===== src/rtl/rv32_pkg.sv =====
// Shared RV32I encodings and the decoded ALU-issue payload.
package rv32_pkg;

    localparam int unsigned XLEN_W  = 32;
    localparam int unsigned RD_W    = 5;
    localparam int unsigned FUNC3_W = 3;

    // Major opcodes handled by the issue stage
    localparam logic [6:0] OPC_OP     = 7'b0110011;
    localparam logic [6:0] OPC_OP_IMM = 7'b0010011;
    localparam logic [6:0] OPC_LUI    = 7'b0110111;
    localparam logic [6:0] OPC_AUIPC  = 7'b0010111;

    // ALU func3 encodings
    localparam logic [2:0] F3_ADD  = 3'b000;
    localparam logic [2:0] F3_SLL  = 3'b001;
    localparam logic [2:0] F3_SLT  = 3'b010;
    localparam logic [2:0] F3_SLTU = 3'b011;
    localparam logic [2:0] F3_XOR  = 3'b100;
    localparam logic [2:0] F3_SRL  = 3'b101;
    localparam logic [2:0] F3_OR   = 3'b110;
    localparam logic [2:0] F3_AND  = 3'b111;

    // funct7 values
    localparam logic [6:0] F7_ZERO = 7'b0000000;
    localparam logic [6:0] F7_ALT  = 7'b0100000;

    typedef struct packed {
        logic [FUNC3_W-1:0] func3;
        logic               func;
        logic [XLEN_W-1:0]  alu_a;
        logic [XLEN_W-1:0]  alu_b;
        logic [RD_W-1:0]    rd;
        logic               rd_we;
        logic               illegal;
    } alu_issue_t;

endpackage


===== src/rtl/alu_issue_decode.sv =====
// Combinational decode of OP / OP-IMM / LUI / AUIPC into ALU select and operands.
module alu_issue_decode
    import rv32_pkg::*;
(
    input  logic [31:0] instr,
    input  logic [31:0] pc,
    input  logic [31:0] rs1,
    input  logic [31:0] rs2,
    output alu_issue_t  dec_c
);

    logic [6:0]  opc;
    logic [2:0]  f3;
    logic [6:0]  f7;
    logic [31:0] imm_i;
    logic [31:0] imm_u;
    logic        legal;

    assign opc   = instr[6:0];
    assign f3    = instr[14:12];
    assign f7    = instr[31:25];
    assign imm_i = {{20{instr[31]}}, instr[31:20]};
    assign imm_u = {instr[31:12], 12'b0};

    // Format decode; illegal encodings collapse to a zero payload with no writeback
    always_comb begin
        dec_c = '0;
        legal = 1'b0;
        unique case (opc)
            OPC_OP: begin
                legal       = (f7 == F7_ZERO) || ((f7 == F7_ALT) && ((f3 == F3_ADD) || (f3 == F3_SRL)));
                dec_c.func3 = f3;
                dec_c.func  = instr[30];
                dec_c.alu_a = rs1;
                dec_c.alu_b = rs2;
            end
            OPC_OP_IMM: begin
                if (f3 == F3_SLL)      legal = (f7 == F7_ZERO);
                else if (f3 == F3_SRL) legal = (f7 == F7_ZERO) || (f7 == F7_ALT);
                else                   legal = 1'b1;
                dec_c.func3 = f3;
                // only shifts use the modifier; addi with imm[10]=1 stays an add
                dec_c.func  = (f3 == F3_SRL) ? instr[30] : 1'b0;
                dec_c.alu_a = rs1;
                dec_c.alu_b = imm_i;
            end
            OPC_LUI: begin
                legal       = 1'b1;
                dec_c.alu_b = imm_u;
            end
            OPC_AUIPC: begin
                legal       = 1'b1;
                dec_c.alu_a = pc;
                dec_c.alu_b = imm_u;
            end
            default: legal = 1'b0;
        endcase
        if (!legal) begin
            dec_c.func3 = F3_ADD;
            dec_c.func  = 1'b0;
            dec_c.alu_a = '0;
            dec_c.alu_b = '0;
        end
        dec_c.rd      = instr[11:7];
        dec_c.illegal = !legal;
        dec_c.rd_we   = legal && (instr[11:7] != 5'd0);
    end

endmodule


===== src/rtl/alu_issue.sv =====
// Operand-issue stage: input decode feeding a 2-entry skid buffer toward the ALU.
module alu_issue
    import rv32_pkg::*;
#(
    parameter int unsigned XLEN = 32
) (
    input  logic            clk,
    input  logic            rst_n,
    input  logic            flush,
    input  logic            in_valid,
    output logic            in_ready,
    input  logic [31:0]     in_instr,
    input  logic [XLEN-1:0] in_pc,
    input  logic [XLEN-1:0] in_rs1,
    input  logic [XLEN-1:0] in_rs2,
    output logic            out_valid,
    input  logic            out_ready,
    output logic [2:0]      out_func3,
    output logic            out_func,
    output logic [XLEN-1:0] out_alu_a,
    output logic [XLEN-1:0] out_alu_b,
    output logic [4:0]      out_rd,
    output logic            out_rd_we,
    output logic            out_illegal
);

    alu_issue_t dec_c;
    alu_issue_t e0_q, e1_q, e0_d, e1_d;
    logic       v0_q, v1_q, v0_d, v1_d;
    logic       rdy_q, rdy_d;
    logic       acc, drain;

    alu_issue_decode u_decode (
        .instr (in_instr),
        .pc    (in_pc),
        .rs1   (in_rs1),
        .rs2   (in_rs2),
        .dec_c (dec_c)
    );

    assign acc   = in_valid && rdy_q;
    assign drain = v0_q && out_ready;

    // Buffer next-state: flush first, then drain/refill, then plain accept
    always_comb begin
        e0_d = e0_q;
        e1_d = e1_q;
        v0_d = v0_q;
        v1_d = v1_q;
        if (flush) begin
            v0_d = 1'b0;
            v1_d = 1'b0;
        end else if (drain) begin
            if (v1_q) begin
                e0_d = e1_q;
                v1_d = 1'b0;
                if (acc) begin
                    e1_d = dec_c;
                    v1_d = 1'b1;
                end
            end else if (acc) begin
                e0_d = dec_c;
            end else begin
                v0_d = 1'b0;
            end
        end else if (acc) begin
            if (!v0_q) begin
                e0_d = dec_c;
                v0_d = 1'b1;
            end else begin
                e1_d = dec_c;
                v1_d = 1'b1;
            end
        end
        rdy_d = !v1_d;
    end

    // Entry, valid and ready registers
    always_ff @(posedge clk or negedge rst_n) begin
        if (!rst_n) begin
            e0_q  <= '0;
            e1_q  <= '0;
            v0_q  <= 1'b0;
            v1_q  <= 1'b0;
            rdy_q <= 1'b1;
        end else begin
            e0_q  <= e0_d;
            e1_q  <= e1_d;
            v0_q  <= v0_d;
            v1_q  <= v1_d;
            rdy_q <= rdy_d;
        end
    end

    assign in_ready    = rdy_q;
    assign out_valid   = v0_q;
    assign out_func3   = e0_q.func3;
    assign out_func    = e0_q.func;
    assign out_alu_a   = e0_q.alu_a;
    assign out_alu_b   = e0_q.alu_b;
    assign out_rd      = e0_q.rd;
    assign out_rd_we   = e0_q.rd_we;
    assign out_illegal = e0_q.illegal;

endmodule


===== config.mk =====
export PLATFORM = sky130hd
export DESIGN_NAME = alu_issue
export DESIGN_NICKNAME = d
export VERILOG_FILES = /design/src/rtl/rv32_pkg.sv /design/src/rtl/alu_issue_decode.sv /design/src/rtl/alu_issue.sv
export SDC_FILE = /design/constraint.sdc
export NUM_CORES = 1
export LEC_CHECK = 0
export CAP_MARGIN = 10
export CORE_MARGIN = 2
export CORE_UTILIZATION = 52
export CTS_BUF_LIST = sky130_fd_sc_hd__clkbuf_8 sky130_fd_sc_hd__clkbuf_16
export DETAILED_ROUTE_END_ITERATION = 10
export GPL_TIMING_DRIVEN = 0
export PLACE_DENSITY = 0.92
export SLEW_MARGIN = 40
export SYNTH_ARGS = -nofsm -noshare
export SYNTH_HDL_FRONTEND = slang
export SYNTH_SLANG_ARGS = --single-unit

===== constraint.sdc =====
create_clock -name clk -period 2.6 [get_ports clk]
set_input_delay 0.52 -clock clk [delete_from_list [all_inputs] [get_ports clk]]
set_output_delay 0.52 -clock clk [all_outputs]
set_load 0.05 [all_outputs]

==> results of run 1 <==
## flip-flops by register name, indices dropped and copies added, names as in the netlist, 3 cells and up
name       cells
e1_q          75
out_alu_a     32
out_alu_b     32
out_rd         5
out_func3      3
## how the worst max path moves through the flow
stage	startpoint	end	depth (start not counted)
after floorplan	out_valid	out_alu_b[8]	7
after global placement	rst_n	out_alu_b[22]	1
after global routing	in_instr[2]	out_alu_a[17]	7
after CTS	in_instr[2]	out_alu_a[7]	7
final	in_instr[0]	out_alu_b[30]	9
after detailed placement	in_instr[2]	out_alu_a[7]	7
## critical path: stages
cell and delay, ns:
clkdlybuf4s50_1 0.49, nand3b_1 0.09, or2_2 0.28, clkbuf_1 0.15
clkbuf_1 0.29, clkbuf_1 0.30, nor4_1 0.43, nand2_1 0.14
a21oi_1 0.17
## cells in the mapped netlist (all sizes together) (4+ instances only)
cell and count:
nor2 86, nand2b 4, o21ai 11, a22oi 32, o41ai 7, a21oi 120, nor4 40, o31ai 48
or3 36, a31oi 8, a22o 20, a211oi 19, o21a 5, clkbuf 63, and3 12, buf 18
mux2i 12, dfrtp 152, nand2 105
## cell families after synthesis
kind of cell              after synthesis
and+or+nand+nor                       296
xor gates and xnor gates                1
DFF                                   153
AOI/OAI and AO/OA                     280
buffers and inverters                  84
muxes                                  12
## metal layers
layer,wire [µm],global-route usage (%)
met1,9660,41.6
met2,12100,53.6
met3,2730,8.98
met4,826,12.6
met5,0,0
## power by group through the flow
stage / clock network [mW] / registers, mW / logic (mW)
after CTS: 2.60 / 2.76 / 2.01
final: 2.60 / 2.76 / 2.01
after global placement: 0 / 2.79 / 1.95
after detailed placement: 0 / 2.79 / 1.99
after global routing: 2.73 / 2.78 / 2.11
after floorplan: 0 / 3.46 / 0.455
## area by class of cell
type,count,area [µm²],area share [%]
sequential,153,3830,36.2
multi-input combinational,589,3370,31.9
timing repair buffer,212,2160,20.5
clock buffer,19,453,4.29
buffer,81,350,3.32
tap,180,225,2.13
clock inverter,13,169,1.60
inverter,3,11.3,0.107
## per-stage QoR
step	setup slack, ns	std cells
after floorplan	0.504	826
after global placement	-5.15	1215
after detailed placement	-0.402	1217
after CTS	0.0164	1250
after global routing	0.000333	1250
final	0.0832	1250
## repair_timing
action	in CTS	in global routing
gates resized for setup	0	19
setup endpoints to repair	0	109
endpoints found under the hold margin	23	0
buffers inserted	0	0
hold buffers	1	0
==> reports/metrics.cfg, run 1 <==
[setup_path]
crit_arrival_ns = 2.86
r2r-end = out_alu_b[30]
worst-path-max-fanout = 10
critPathRequiredTime_ns = 2.94
cp-end-kind = register
critPathKind = in -> reg
r2r_cells = 6
cp-start-kind = primary input
rr_startpoint = in_ready
rrSetupSlack_ns = 0.20

[sta]
final_hold_viol_count = 0
setup_viol = 0
fin_crit_sh_pct = 96.8
finalCriticalPeriod_ns = 2.52
worst-slew-pin-transition_ns = 0.673
final.setup_skew_ns = 0.00935
relSlewSlack_pct = 55.2
rsz0062_at_grt = false
timing.hold.ws_ns = 0.471
drv_slew = 0
max_freq_mhz = 397
setup_tns_ns = 0

[drt]
routed_wirelength_um = 25400
drc = 0
via_count = 7883
drt_iter0_markers = 873
via_per_inst = 6.31
drt_first_pass_iters = 5
wl_per_cell_um = 20.3
final_antenna_net_count = 0

[floorplan]
die_area_um2 = 15500
die_w_um = 124
fp-row-count = 43
ios = 210
core_area_um2 = 14000
initial_utilization_pct = 53.8
die_h_um = 124

[power_and_ir_drop]
combPwrFrac_pct = 27.3
powerDensity_nw_per_um2 = 697
peakVddDrop_v = 0.000459
sw_frac_of_total_pct = 33.5
p_int_mw = 4.90
p_switching_mw = 2.47
seq_power_share_pct = 37.4
clkPwrFrac_pct = 35.2
p_leak_nw = 4.30
power.total_mw = 7.37

[synth]
yosysSeqAreaShare_pct = 50.9
synth-compound-area-share_pct = 24.4
synthAdderAreaFrac_pct = 0
synthMuxAreaShare_pct = 1.60
yosys_warnings = 0
async_reset_ff_share_pct = 100
syn_inst = 826
ys_ff_latch = 153
synth_area_leader_cell = dfrtp_1
syn-mean-instance-area_um2 = 9.11
synth-edff-count = 0
synthSimpleGateAreaFrac_pct = 18.3
synth_top_area_share_pct = 50.5
synth_area_um2 = 7530
synth.area.top_cells = dfrtp_1 51%, a21oi_1 8.0%, nand2_1 5.2%
synth_cell_types = 44
synthXorXnorAreaFrac_pct = 0.116
synth_top_family_by_area = compound AO/OA/AOI/OAI gates
synth_nets = 959
synth_ff_type = dfrtp_1

[clock_tree]
clkTransAtPathRegs_ns = 0.07
cts_root_buf = clkbuf_16
clock_latency_ns = 0.42
cts_buffer_depth = 2
cts_sinks = 153
cts_buffers = 17
h-tree-depth = 4
cts_tree = built

[global_routing]
grt_pass1_vias = 7919
grt_usage_pct = 32.7
grt_max_degree = 67
overflow = 0
grt_pass1_wl_um = 40800
grt_antenna_before_repair = 0

[finish]
final_cell_mix = 208 x clkdlybuf4s50_1, 152 x dfrtp_1, 120 x a21oi_1
drive_gt1_share_pct = 6.45
final_common_cell = clkdlybuf4s50_1
final_area_um2 = 10600
final_nets = 1190
antenna_cells = 0
fill_cells = 979
fin_util_pct = 75.5
syn2layout_area_growth_pct = 40.4

[min_path]
worstHoldPathType = reg -> reg
hold_depth = 2
holdPathEnd = e1_q[10]
worstHoldStart = e1_q[10]

[status]
status = finished clean

[place]
dpl.hpwl_um = 18200
routabilityCongestion = 0.917
placed_cell_area_um2 = 9900
port_buffers = 209

[run]
drv_cap = 0

No activity file was read; power rests on OpenSTA's default activity.
==> run 2: changes to the inputs <==
Settings changed: PLACE_DENSITY 0.92 to 0.86.
==> reports/metrics.cfg, run 2 (synthesis gave the netlist of run 1 again) <==
[drt]
final_antenna_net_count = 0  ; unchanged
routed_wirelength_um = 25100  ; was 25400 µm
via_per_inst = 6.21  ; was 6.31
drc = 0  ; unchanged
drt_first_pass_iters = 6  ; was 5
drt_iter0_markers = 844  ; was 873
via_count = 7765  ; was 7883
wl_per_cell_um = 20.1  ; was 20.3 µm

[global_routing]
grt_pass1_wl_um = 40100  ; was 40800 µm
overflow = 0  ; unchanged
grt_usage_pct = 32.3  ; was 32.7%
grt_antenna_before_repair = 0  ; unchanged
grt_max_degree = 77  ; was 67
grt_pass1_vias = 7551  ; was 7919

[min_path]
worstHoldPathType = reg -> reg  ; unchanged
hold_depth = 2  ; unchanged

[setup_path]
cp-end-kind = register  ; unchanged
cp-start-kind = primary input  ; unchanged
r2r_cells = 6  ; unchanged
rrSetupSlack_ns = 0.22  ; was 0.20 ns
critPathKind = in -> reg  ; unchanged
crit_arrival_ns = 2.76  ; was 2.86 ns
critPathRequiredTime_ns = 2.89  ; was 2.94 ns
worst-path-max-fanout = 10  ; unchanged

[clock_tree]
clkTransAtPathRegs_ns = 0.07  ; about the same
cts_tree = built  ; unchanged
clock_latency_ns = 0.43  ; was 0.42 ns
cts_root_buf = clkbuf_16  ; unchanged
cts_buffers = 17  ; unchanged
cts_buffer_depth = 2  ; unchanged
cts_sinks = 153  ; unchanged
h-tree-depth = 4  ; unchanged

[sta]
final.setup_skew_ns = 0.00959  ; was 0.00935 ns
drv_slew = 0  ; unchanged
rsz0062_at_grt = true  ; was false
relSlewSlack_pct = 55.2  ; about the same
fin_crit_sh_pct = 95.3  ; was 96.8%
finalCriticalPeriod_ns = 2.48  ; was 2.52 ns
final_hold_viol_count = 0  ; unchanged
max_freq_mhz = 404  ; was 397 MHz
worst-slew-pin-transition_ns = 0.672  ; was 0.673 ns
setup_viol = 0  ; unchanged

[finish]
final_common_cell = clkdlybuf4s50_1  ; unchanged
syn2layout_area_growth_pct = 41.0  ; was 40.4%
final_cell_mix = 208 x clkdlybuf4s50_1, 152 x dfrtp_1, 120 x a21oi_1  ; unchanged
final_area_um2 = 10600  ; about the same
top_register = e1_q  ; unchanged
drive_gt1_share_pct = 6.35  ; was 6.45%
fin_util_pct = 75.9  ; was 75.5%
antenna_cells = 0  ; unchanged
largest_register_ffs = 75  ; unchanged
final_nets = 1191  ; was 1190

[power_and_ir_drop]
p_leak_nw = 4.32  ; was 4.30 nW
powerDensity_nw_per_um2 = 716  ; was 697 nW/µm²
peakVddDrop_v = 0.000575  ; was 0.000459 V

[floorplan]
die_w_um = 124  ; unchanged
ios = 210  ; unchanged
die_area_um2 = 15500  ; unchanged
core_area_um2 = 14000  ; unchanged
die_h_um = 124  ; unchanged
initial_utilization_pct = 53.8  ; unchanged
fp-row-count = 43  ; unchanged

[place]
routabilityCongestion = 0.931  ; was 0.917
port_buffers = 209  ; unchanged
dpl.hpwl_um = 17900  ; was 18200 µm
placed_cell_area_um2 = 9900  ; about the same

[run]
drv_cap = 0  ; unchanged

[status]
status = finished clean  ; unchanged

-- run 2: cell types whose count changed in the layout (fill, tap and decap cells not counted), moves of 2 or more --
cell,delta
buf_1,+3
clkbuf_8,-2
bufinv_16,+3
clkbuf_1,-2
-- run 2: what timing repair did --
item	4_1_cts	5_1_grt
pin swaps	0	1
setup buffers	0	1
endpoints found under the hold margin	36	0
hold buffers	1	0
gates resized for setup	3	14
setup endpoints to repair	10	66
-- run 2: metrics by stage --
stage / setup slack [ns] / std cells / hold slack, ns / total power [mW] / setup TNS, ns
finish: 0.122 / 1251 / 0.469 / 7.60 / 0
global route: -0.0237 / 1251 / 0.500 / 7.84 / -0.0237
CTS: 0.00499 / 1250 / 0.472 / 7.58 / 0
detailed placement: -0.479 / 1217 / 0.411 / 4.78 / -40.68
global placement: -5.17 / 1215 / 0.452 / 4.75 / -821.48
floorplan: 0.504 / 826 / 0.224 / 3.91 / 0
-- run 2: power by group --
group	switching, mW	internal (mW)	leakage [nW]
Clock	1.03	1.80	0.320
Combinational	1.30	0.715	2.02
Sequential	0.141	2.61	1.99
-- run 2: final cells by class --
cell class	instances	area, µm²
Clock buffer	17	425
Multi-Input combinational cell	589	3360
Inverter	3	11.3
Buffer	81	349
Tap cell	180	225
Fill cell	993	3370
Timing Repair Buffer	213	2160
Sequential cell	153	3830
Clock inverter	15	248
-- run 2: layer usage --
metal / global-route usage [%] / up-vias / share of wire, %
met2: 52.7 / 458 / 49
li1: - / 3505 / -
met3: 7.65 / 48 / 9.5
met4: 9.32 / 0 / 2.2
met5: 0 / - / 0
met1: 43.3 / 3754 / 40
-- run 2: path summary, 6_finish.rpt --
path / start / to
setup / recovery: out_ready / e1_q[48]
hold / removal: e1_q[13] / e1_q[13]
setup reg to reg: in_ready / out_alu_a[10]
hold reg to reg: e1_q[13] / e1_q[13]
max in group asynchronous: rst_n / out_alu_b[19]
min in group asynchronous: rst_n / e1_q[2]
-- run 2: worst max-delay path, stage by stage --
cell and delay (ns):
clkdlybuf4s50_1 0.49, inv_1 0.08, o21ai_0 0.36, or3_1 0.18, buf_2 0.20, buf_2 0.28, clkbuf_1 0.47, o31ai_1 0.19
==> run 3: changes to the inputs <==
Settings changed: CAP_MARGIN 10 to default, CTS_CLUSTER_DIAMETER from default to 80.
==> results of run 3 <==
No change in the layout: final DEF, timing and power equal those of run 2.
